### config.mk
export PLATFORM = sky130hd
export DESIGN_NAME = result_drain
export DESIGN_NICKNAME = d
export VERILOG_FILES = /design/src/rtl/result_drain.sv
export SDC_FILE = /design/constraint.sdc
export NUM_CORES = 1
export LEC_CHECK = 0
export BUFFER_PORTS_ARGS = -buffer_cell sky130_fd_sc_hd__clkbuf_2
export CAP_MARGIN = 20
export CELL_PAD_IN_SITES_DETAIL_PLACEMENT = 1
export CELL_PAD_IN_SITES_GLOBAL_PLACEMENT = 1
export CORE_MARGIN = 4
export CORE_UTILIZATION = 45
export CTS_CLUSTER_DIAMETER = 50
export CTS_CLUSTER_SIZE = 24
export DETAILED_ROUTE_END_ITERATION = 7
export HOLD_SLACK_MARGIN = 0.12
export PLACE_DENSITY_LB_ADDON = 0.12
export SKIP_LAST_GASP = 1
export SLEW_MARGIN = 30
export SYNTH_ARGS = -nofsm -noshare
export SYNTH_HDL_FRONTEND = slang
export SYNTH_SLANG_ARGS = --single-unit
export TNS_END_PERCENT = 30
### constraint.sdc
create_clock -name clk -period 5.3 [get_ports clk]
set_input_delay 1.06 -clock clk [delete_from_list [all_inputs] [get_ports clk]]
set_output_delay 1.06 -clock clk [all_outputs]
set_load 0.05 [all_outputs]
### src/rtl/result_drain.sv
// -----------------------------------------------------------------------------
// result_drain
//
// Reader side of the unified buffer. Once a result matrix of ROWS x COLS
// elements sits in the unified buffer, this block reads it back row-major
// from a latched base address and streams it to the host on a valid/ready
// interface. Buffer reads have one cycle of latency. A 2-entry output FIFO
// lets the block sustain one element per cycle under backpressure.
//
// Parameters:
//   DATA_WIDTH  element width
//   ADDR_WIDTH  unified buffer address width
//   ROWS, COLS  result matrix dimensions (N = ROWS*COLS elements)
//
// Ports:
//   clk        in   clock, rising edge
//   reset      in   asynchronous active-high reset
//   start      in   drain request, honoured only in IDLE
//   base_addr  in   address of element (0,0), latched on an accepted start
//   rd_en      out  buffer read strobe
//   rd_addr    out  buffer read address (meaningful while rd_en=1)
//   rd_data    in   buffer read data, valid the cycle after rd_en
//   out_data   out  streamed element (FIFO head)
//   out_valid  out  out_data valid
//   out_ready  in   consumer ready; handshake when out_valid & out_ready
//   out_last   out  marks element N-1, qualified by out_valid
//   busy       out  high while draining (RUN)
//   done       out  one-cycle completion pulse (DONE)
//
// Build option:
//   RESULT_DRAIN_RELU_EN  when defined, out_data is the ReLU of the FIFO head
//                         (head treated as signed); otherwise the raw head.
// -----------------------------------------------------------------------------
module result_drain #(
    parameter int DATA_WIDTH = 8,
    parameter int ADDR_WIDTH = 13,
    parameter int ROWS       = 2,
    parameter int COLS       = 2
) (
    input  logic                  clk,
    input  logic                  reset,
    input  logic                  start,
    input  logic [ADDR_WIDTH-1:0] base_addr,
    output logic                  rd_en,
    output logic [ADDR_WIDTH-1:0] rd_addr,
    input  logic [DATA_WIDTH-1:0] rd_data,
    output logic [DATA_WIDTH-1:0] out_data,
    output logic                  out_valid,
    input  logic                  out_ready,
    output logic                  out_last,
    output logic                  busy,
    output logic                  done
);

    localparam int N  = ROWS * COLS;
    localparam int CW = $clog2(N) + 1;
    localparam logic [CW-1:0] N_CW    = CW'(N);
    localparam logic [CW-1:0] LAST_CW = CW'(N - 1);

    typedef enum logic [1:0] {
        S_IDLE,
        S_RUN,
        S_DONE
    } state_t;

    state_t                r_state;
    state_t                w_state_next;

    logic [ADDR_WIDTH-1:0] r_base;
    logic [CW-1:0]         r_issue_idx;
    logic [CW-1:0]         r_sent_idx;

    logic [DATA_WIDTH-1:0] r_fifo [2];
    logic                  r_wr_ptr;
    logic                  r_rd_ptr;
    logic [1:0]            r_count;
    logic                  r_inflight;

    logic [1:0]            w_occupancy;
    logic                  w_pop;
    logic                  w_issue;
    logic                  w_accept;
    logic [DATA_WIDTH-1:0] w_head;

    // Occupancy counts both buffered entries and the read whose data lands
    // next cycle, so a newly issued read always has a FIFO slot waiting.
    assign w_occupancy = r_count + {1'b0, r_inflight};
    assign w_pop       = out_valid & out_ready;
    assign w_accept    = (r_state == S_IDLE) && start;

    // A pop in the same cycle frees a slot, so reads resume without a bubble.
    assign w_issue = (r_state == S_RUN) && (r_issue_idx < N_CW) &&
                     ({1'b0, w_occupancy} < (3'd2 + {2'b00, w_pop}));

    assign rd_en   = w_issue;
    assign rd_addr = r_base + ADDR_WIDTH'(r_issue_idx);

    assign w_head    = r_fifo[r_rd_ptr];
    assign out_valid = (r_count != 2'd0);
    assign out_last  = (r_sent_idx == LAST_CW) && out_valid;
    assign busy      = (r_state == S_RUN);
    assign done      = (r_state == S_DONE);

`ifdef RESULT_DRAIN_RELU_EN
    assign out_data = w_head[DATA_WIDTH-1] ? '0 : w_head;
`else
    assign out_data = w_head;
`endif

    // NOTE: every always_comb output gets its default first; a path that
    // leaves a signal unassigned would infer a latch.
    always_comb begin
        w_state_next = r_state;
        unique case (r_state)
            S_IDLE: if (start)              w_state_next = S_RUN;
            S_RUN:  if (w_pop && out_last)  w_state_next = S_DONE;
            S_DONE:                         w_state_next = S_IDLE;
            default:                        w_state_next = S_IDLE;
        endcase
    end

    // NOTE: sequential state uses non-blocking assignments so every register
    // samples pre-edge values regardless of statement order.
    always_ff @(posedge clk or posedge reset) begin
        if (reset) r_state <= S_IDLE;
        else       r_state <= w_state_next;
    end

    // NOTE: the two FIFO entries are reset because out_data must read 0
    // during and after reset; a larger storage array would not be reset.
    always_ff @(posedge clk or posedge reset) begin
        if (reset) begin
            r_base      <= '0;
            r_issue_idx <= '0;
            r_sent_idx  <= '0;
            r_fifo[0]   <= '0;
            r_fifo[1]   <= '0;
            r_wr_ptr    <= 1'b0;
            r_rd_ptr    <= 1'b0;
            r_count     <= 2'd0;
            r_inflight  <= 1'b0;
        end else begin
            r_inflight <= w_issue;

            if (w_accept) begin
                r_base      <= base_addr;
                r_issue_idx <= '0;
                r_sent_idx  <= '0;
            end else begin
                if (w_issue) r_issue_idx <= r_issue_idx + 1'b1;
                if (w_pop)   r_sent_idx  <= r_sent_idx + 1'b1;
            end

            // Read data arrives one cycle after the strobe.
            if (r_inflight) begin
                r_fifo[r_wr_ptr] <= rd_data;
                r_wr_ptr         <= ~r_wr_ptr;
            end
            if (w_pop) r_rd_ptr <= ~r_rd_ptr;

            unique case ({r_inflight, w_pop})
                2'b10:   r_count <= r_count + 2'd1;
                2'b01:   r_count <= r_count - 2'd1;
                default: r_count <= r_count;
            endcase
        end
    end

endmodule

Word-level counts from Yosys, hierarchy flattened

Cells that the tools add are included.

Bits in registers: 42
Bits of input ports: 25
Output and inout bits: 26
Logic and storage cells: 60

Add/subtract/negate cells: 7
Order comparisons: 5
Equal/unequal tests: 7
Mux-type cells: 14
Bitwise gates (word level): 5
Reductions and logical operators: 12

Operators by type and width:

| operator                                                                 | count |
|---|---|
| 8-bit 2-to-1 mux                                                         | 4 |
| 16-bit bitwise mux                                                       | 1 |
| 13-bit by 3-bit adder with 13-bit output                                 | 1 |
| 3-bit 2-to-1 mux                                                         | 4 |
| 8-bit demux with 1-bit select                                            | 1 |
| 2-bit one-hot mux with 2 select lines                                    | 2 |
| 2-bit nonzero test                                                       | 4 |
| 3-bit by 1-bit adder with 3-bit output (second input constant)           | 2 |
| 1-bit logical AND                                                        | 6 |
| 2-bit by 1-bit == test with 1-bit output (second input constant)         | 2 |
| 2-bit == test (second input constant)                                    | 2 |
| 2-bit greater-or-equal comparator (second input constant)                | 2 |
| 2-bit 2-to-1 mux                                                         | 2 |
| 1-bit NOT with 2-bit output                                              | 2 |
| 2-bit by 1-bit adder with 3-bit output (first input constant)            | 1 |
| 3-bit by 2-bit == test with 1-bit output (second input constant)         | 1 |
| 2-bit by 3-bit < comparator with 1-bit output                            | 1 |
| 3-bit < comparator (second input constant)                               | 1 |
| 2-bit by 1-bit adder with 2-bit output                                   | 1 |
| 2-bit by 1-bit adder with 2-bit output (second input constant)           | 1 |
| 2-bit logical NOT                                                        | 1 |
| 2-bit by 1-bit < comparator with 1-bit output (second input constant)    | 1 |
| 2-bit by 1-bit inequality test with 1-bit output (second input constant) | 1 |
| 2-bit inequality test (second input constant)                            | 1 |
| other kinds (4)                                                          | 5 |

Depth between registers and ports, before layout

Gate-level depths: netlist of run 1.

Word-level depth: 7
Depth in mapped cells: 7
Gate-level depth less buffers: 6

Worst setup path after synthesis of run 1

Ideal clock, no wire load.

Path type: reg-to-output
Start: register r_base[1]
End: output port rd_addr[11]
Arrival: 2.152 ns
Required time: 4.240 ns
Slack: 2.088 ns
Stages on the path, launching flop included: 6
Path buffers: 0
Cell sequence: dfrtp_1 > ha_1 > a21o_1 > a21oi_1 > and4bb_2 > xor2_1

Longest elaborated chain between the ends: 1

Ends and longest elaborated chain:

| item                                     | line | source |
|---|---|---|
| start: declaration                       | 69   | `logic [ADDR_WIDTH-1:0] r_base;` |
| start signal: assignment                 | 146  | `r_base <= base_addr;` |
| 13-bit by 3-bit adder with 13-bit output | 96   | `assign rd_addr = r_base + ADDR_WIDTH'(r_issue_idx);` |
| end: declaration                         | 45   | `output logic [ADDR_WIDTH-1:0] rd_addr,` |

No other way between the ends.

Worst setup path in the final report of run 1

Start: register r_issue_idx[0]
End: output port rd_addr[12]

Longest elaborated chain between the ends: 1

Ends and longest elaborated chain:

| item                                     | line | source |
|---|---|---|
| start: declaration                       | 70   | `logic [CW-1:0] r_issue_idx;` |
| start signal: assignment                 | 150  | `if (w_issue) r_issue_idx <= r_issue_idx + 1'b1;` |
| 13-bit by 3-bit adder with 13-bit output | 96   |  |

No other way between the ends.

==> results of run 1 <==
-- stage by stage --
stage | area (sq um) | hold slack [ns] | instances
after floorplan | 2070 | 0.454 | 160
after global placement | 2380 | 0.469 | 259
after detailed placement | 2380 | 0.480 | 259
after CTS | 2470 | 0.496 | 267
after global routing | 2470 | 0.526 | 267
final | 2470 | 0.491 | 267
-- sequential cells by signal, summed over array words and instances, names as in the netlist --
signal / flops
r_count: 2
r_fifo: 16
r_wr_ptr: 1
r_base: 13
r_state: 2
r_inflight: 1
r_rd_ptr: 1
r_issue_idx: 3
r_sent_idx: 3
-- metal layers --
metal  wire [microns]  vias to the layer above
li1                 -                      659
met1             1670                      683
met2             2190                       42
met3              255                       11
met4               79                        0
met5                0                        -
-- cells in the final DEF, fill, tap and decap left out, drive strengths merged --
cell / Yosys / final
clkbuf: 1 / 55
dfrtp: 42 / 42
mux2: 38 / 38
xor2: 9 / 9
nor2: 8 / 8
xnor2: 8 / 8
ha: 8 / 8
nand2: 5 / 5
inv: 4 / 5
nand2b: 4 / 4
nor2b: 4 / 4
a21oi: 4 / 4
and2: 2 / 2
and3: 2 / 2
mux2i: 2 / 2
nand4: 2 / 2
buf: 4 / 2
or2: 2 / 2
nor3b: 2 / 2
a211oi: 1 / 1
nand3b: 1 / 1
or2b: 1 / 1
a221oi: 1 / 1
a21o: 1 / 1
and4bb: 1 / 1
nor3: 1 / 1
and2b: 1 / 1
fa: 1 / 1
clkinv: 0 / 1
clkinvlp: 0 / 1
-- layout make-up --
type                    count  area share, %
inverters                   4          0.607
clock inverters             3           1.01
multi-input cells         109           39.7
well taps                  52           2.63
flip-flops and latches     42           42.5
repair buffers             52           10.7
clock buffers               5           2.78
-- worst paths after layout --
| kind | start | endpoint | slack, ns | cells after the start |
|---|---|---|---|---|
| hold / removal | r_wr_ptr | r_wr_ptr | 0.49 | 1 |
| min in group asynchronous | reset | r_fifo[11] | 0.87 | 3 |
| max in group asynchronous | reset | r_wr_ptr | 4.06 | 3 |
| setup reg to reg | r_count[0] | r_issue_idx[1] | 3.35 | 5 |
| hold reg to reg | r_wr_ptr | r_wr_ptr | 0.49 | 1 |
| setup / recovery | r_issue_idx[0] | rd_addr[12] | 1.92 | 7 |
-- critical path, delay by kind of cell (launching register included) --
kind | cells | cell delay [ns]
adder cells (fa/ha/maj) | 2 | 0.64
flip-flops | 1 | 0.42
buffers and inverters | 1 | 0.29
AO/OA/AOI/OAI | 1 | 0.28
XOR/XNOR | 1 | 0.12
AND/OR/NAND/NOR | 2 | 0.27
-- Yosys cell counts, types with 3 or more instances --
cell type / number
a21oi_1: 4
nand2b_1: 4
xnor2_1: 8
nor2b_1: 4
mux2_2: 37
buf_2: 3
dfrtp_1: 42
nand2_1: 5
nor2_1: 8
ha_1: 8
xor2_1: 9
inv_1: 4
-- logic make-up after synthesis --
| logic type | synth area share [%] |
|---|---|
| simple gates | 9.98 |
| compound gates | 2.42 |
| buf+inv | 1.99 |
| xor+xnor | 7.20 |
| mux | 21.8 |
| fa+ha+maj | 5.80 |
| flops | 50.8 |
==> flow_summary.json, run 1 <==
{
  "firstDrtPassIters": 6,
  "cap_violations": 0,
  "grt_pass1_wl_microns": 7040,
  "skew_ns": 0.00747,
  "synth_ff_type": "dfrtp_1",
  "numClockSinks": 42,
  "synth_area_leaders": "dfrtp_1, mux2_2, ha_1",
  "critPathLaunchType": "flip-flop",
  "tritoncts": "yes",
  "clk_pin_slew_ns": 0.09,
  "syn-num-nets": 194,
  "worstMarginPinSlew_ns": 0.533,
  "n_antenna_cell": 0,
  "grt_max_degree": 43,
  "avgSynthCellArea_sq_um": 12.9,
  "synthesis.area_sq_um": 2070,
  "tns_ns": 0,
  "synthArstFlopShare_pct": 100,
  "fill_cells": 490,
  "cp_cell_sequence": "ha_1, fa_1, a21oi_1, nor2_1, nand4_1, xnor2_1, clkbuf_2",
  "gp_congestion": 0.761,
  "dpl.hpwl_microns": 3250,
  "post-route-period-util_pct": 63.8,
  "synth-edff-count": 0,
  "crit_fanout": 4,
  "cts-root-buf": "clkbuf_8",
  "io_buffers": 50,
  "hold_buffers": 0,
  "synth_cell_types": 31,
  "routed_via_density": 5.22,
  "nets": 248,
  "slowest_delay_ns": 0.42,
  "regArea_sq_um": 1050,
  "cts_htree_levels": 2,
  "synth_top_area_share_pct": 50.8,
  "totalWireLength_microns": 4190,
  "ant_nets": 0,
  "grt_use_met2_pct": 28.6,
  "slew_headroom_pct": 64.4,
  "fin_ws_ns": 1.92,
  "max_freq_mhz": 296,
  "fin_util_pct": 56.0,
  "drc": 0,
  "cp_slowest_cell": "dfrtp_1",
  "critPathKind": "flip-flop to output pin",
  "grt_pass1_vias": 1612,
  "hold_viol_final": 0,
  "core_area_sq_um": 4410,
  "die_w_microns": 75.8,
  "ys_seq_elements": 42,
  "cp-end-kind": "output pin",
  "initial_core_util_pct": 46.9,
  "gr-total-overflow": 0,
  "insertion_delay_ns": 0.29,
  "cts-resized-gates": 0,
  "cp.required_ns": 4.24,
  "drtIter0Drc": 19,
  "crit_arrival_ns": 2.32,
  "antenna_found_initial": 0,
  "track_usage_pct": 16.2,
  "dieArea_sq_um": 5750,
  "outcome": "completed",
  "grt.met3_usage_pct": 5.41,
  "cts.path.max_buffers": 2,
  "min_period_ns": 3.38,
  "hp-class": "flip-flop to flip-flop",
  "io_pins": 51,
  "busiest_layer": "met2",
  "yosysSeqAreaShare_pct": 50.8,
  "synth_top_area_cell": "dfrtp_1",
  "rsz0062_at_grt": "false",
  "multi_input_area_sq_um": 982,
  "die_y_microns": 75.8,
  "slew_violations": 0,
  "drive_gt1_share_pct": 47.9,
  "numCtsBuffers": 5,
  "cts_setup_buffers": 0,
  "syn_to_final_growth_pct": 19.5,
  "rows": 24,
  "wl_per_cell_microns": 15.7,
  "yosysWarnings": 0,
  "use_met1_pct": 18.1,
  "via_count": 1395,
  "preCtsSetupSlack_ns": 2.08,
  "finalSetupViolations": 0,
  "syn_inst": 160
}
Power of run 1 is not shown: default switching activity piles up to over one toggle a cycle in this logic, so the estimate is an artifact.
==> inputs of run 2 (changes only) <==
--- a/config.mk
+++ b/config.mk
@@ -10,7 +10,7 @@
 export CELL_PAD_IN_SITES_DETAIL_PLACEMENT = 1
 export CELL_PAD_IN_SITES_GLOBAL_PLACEMENT = 1
 export CORE_MARGIN = 4
-export CORE_UTILIZATION = 45
+export CORE_UTILIZATION = 38
 export CTS_CLUSTER_DIAMETER = 50
 export CTS_CLUSTER_SIZE = 24
 export DETAILED_ROUTE_END_ITERATION = 7
==> constraint.sdc (replaced) <==
create_clock -name clk -period 2.94 [get_ports clk]
set_input_delay 0.588 -clock clk [delete_from_list [all_inputs] [get_ports clk]]
set_output_delay 0.588 -clock clk [all_outputs]
set_load 0.05 [all_outputs]
==> flow_summary.json, run 2 (same netlist as run 1, synthesis figures left out) <==
{
  "slew_violations": 0,
  "tritoncts": "yes",
  "hp-class": "input port to async pin",
  "critPathKind": "flip-flop to output pin",
  "met2WireLength_microns": 2130,
  "cts.path.max_buffers": 2,
  "io_pins": 51,
  "critPathLaunchType": "flip-flop",
  "finalSetupViolations": 0,
  "grt_max_degree": 43,
  "crit_arrival_ns": 2.15,
  "holdWs_ns": 0.410,
  "final_cell_mix": "clkbuf_2, dfrtp_1, mux2_2",
  "grt_pass1_vias": 1578,
  "routed_via_density": 4.76,
  "firstDrtPassIters": 4,
  "fill_cells": 581,
  "drtIter0Drc": 64,
  "max_freq_mhz": 365,
  "worstMarginPinSlew_ns": 0.543,
  "cp-end-kind": "output pin",
  "numClockSinks": 42,
  "n_antenna_cell": 0,
  "outcome": "completed",
  "antenna_found_initial": 0,
  "top_register": "r_fifo",
  "tns_ns": 0,
  "totalWireLength_microns": 4310,
  "cap_violations": 0,
  "wl_per_cell_microns": 15.1,
  "gr-total-overflow": 0,
  "post-route-period-util_pct": 93.1,
  "slew_headroom_pct": 63.8,
  "dp_cells": 278,
  "cts_setup_buffers": 0,
  "reg_top3": "r_fifo x16, r_base x13",
  "drc": 0,
  "met3_length_microns": 258,
  "min_period_ns": 2.74,
  "core_area_sq_um": 5200,
  "gp_congestion": 0.792,
  "io_buffers": 50,
  "skew_ns": 0.0103,
  "insertion_delay_ns": 0.29,
  "fin_cells": 286,
  "dpl.hpwl_microns": 3230,
  "rsz0062_at_grt": "false",
  "highest_layer": "met4",
  "syn_to_final_growth_pct": 21.8,
  "grt_pass1_wl_microns": 7600,
  "hold_viol_final": 0,
  "cts-root-buf": "clkbuf_8",
  "crit_fanout": 4,
  "cts_htree_levels": 2,
  "clk_pin_slew_ns": 0.08,
  "largest_register_ffs": 16,
  "numCtsBuffers": 5,
  "ant_nets": 0,
  "nets": 249,
  "track_usage_pct": 14.9,
  "dieArea_sq_um": 6690,
  "initial_core_util_pct": 39.8,
  "via_count": 1362,
  "cp.required_ns": 2.35,
  "die_w_microns": 81.8,
  "mostFrequentLayoutCell": "clkbuf_2",
  "rows": 26,
  "drive_gt1_share_pct": 47.7,
  "die_y_microns": 81.8,
  "met1Wirelength_microns": 1890
}
## run 2: changes by cell type in the layout (fill, tap and decap cells not counted), sizes merged
cell and change:
clkinv -1, bufinv +1, inv -1, buf +2, clkbuf +1, clkinvlp -1
## run 2: through the flow
stage | util [%] | setup slack, ns | area (sq um)
global placement | 46.3 | 0.445 | 2410
detailed placement | 46.3 | 0.354 | 2410
floorplan | - | 0.200 | 2070
global route | 48.4 | 0.0311 | 2520
finish | 48.4 | 0.204 | 2520
CTS | 48.3 | 0.0198 | 2510
## run 2: what timing repair did
| item | 4_1_cts | 5_1_grt |
|---|---|---|
| endpoints found under the hold margin | 0 | 0 |
| endpoints found under the setup margin | 0 | 4 |
| resized for setup | 0 | 4 |
| hold buffers | 0 | 0 |
## run 2: final timing paths
kind	startpoint	to	slack (ns)	cells after the start
hold / removal	reset	r_base[5]	0.41	3
hold reg to reg	r_wr_ptr	r_wr_ptr	0.50	1
setup / recovery	r_issue_idx[0]	rd_addr[8]	0.20	7
setup reg to reg	r_count[0]	r_issue_idx[1]	1.00	5
max in group asynchronous	reset	r_inflight	2.16	3
min in group clk	r_wr_ptr	r_wr_ptr	0.50	1
## run 2: layout make-up
type / count / area (sq um) / share of cell area, %
Sequential cell: 42 / 1050 / 41.7
Multi-Input combinational cell: 109 / 986 / 39.1
Timing Repair Buffer: 53 / 275 / 10.9
Tap cell: 70 / 87.6 / 3.47
Clock buffer: 7 / 76.3 / 3.03
Clock inverter: 1 / 30.0 / 1.19
Inverter: 4 / 15.0 / 0.596
## run 2: layer usage
metal	vias up	global-route usage (%)
met5	-	0
met4	0	2.99
met3	5	5.04
met2	36	25.0
met1	667	18.8
li1	654	-
## run 2: worst max-delay path, cell delays in order (launching register included)
cell and delay (ns):
dfrtp_1 0.42, ha_1 0.23, fa_1 0.42, a21oi_2 0.20
nor2_1 0.10, nand2_1 0.09, xnor2_1 0.11, clkbuf_2 0.30
Power of run 2 is left out for the same reason.
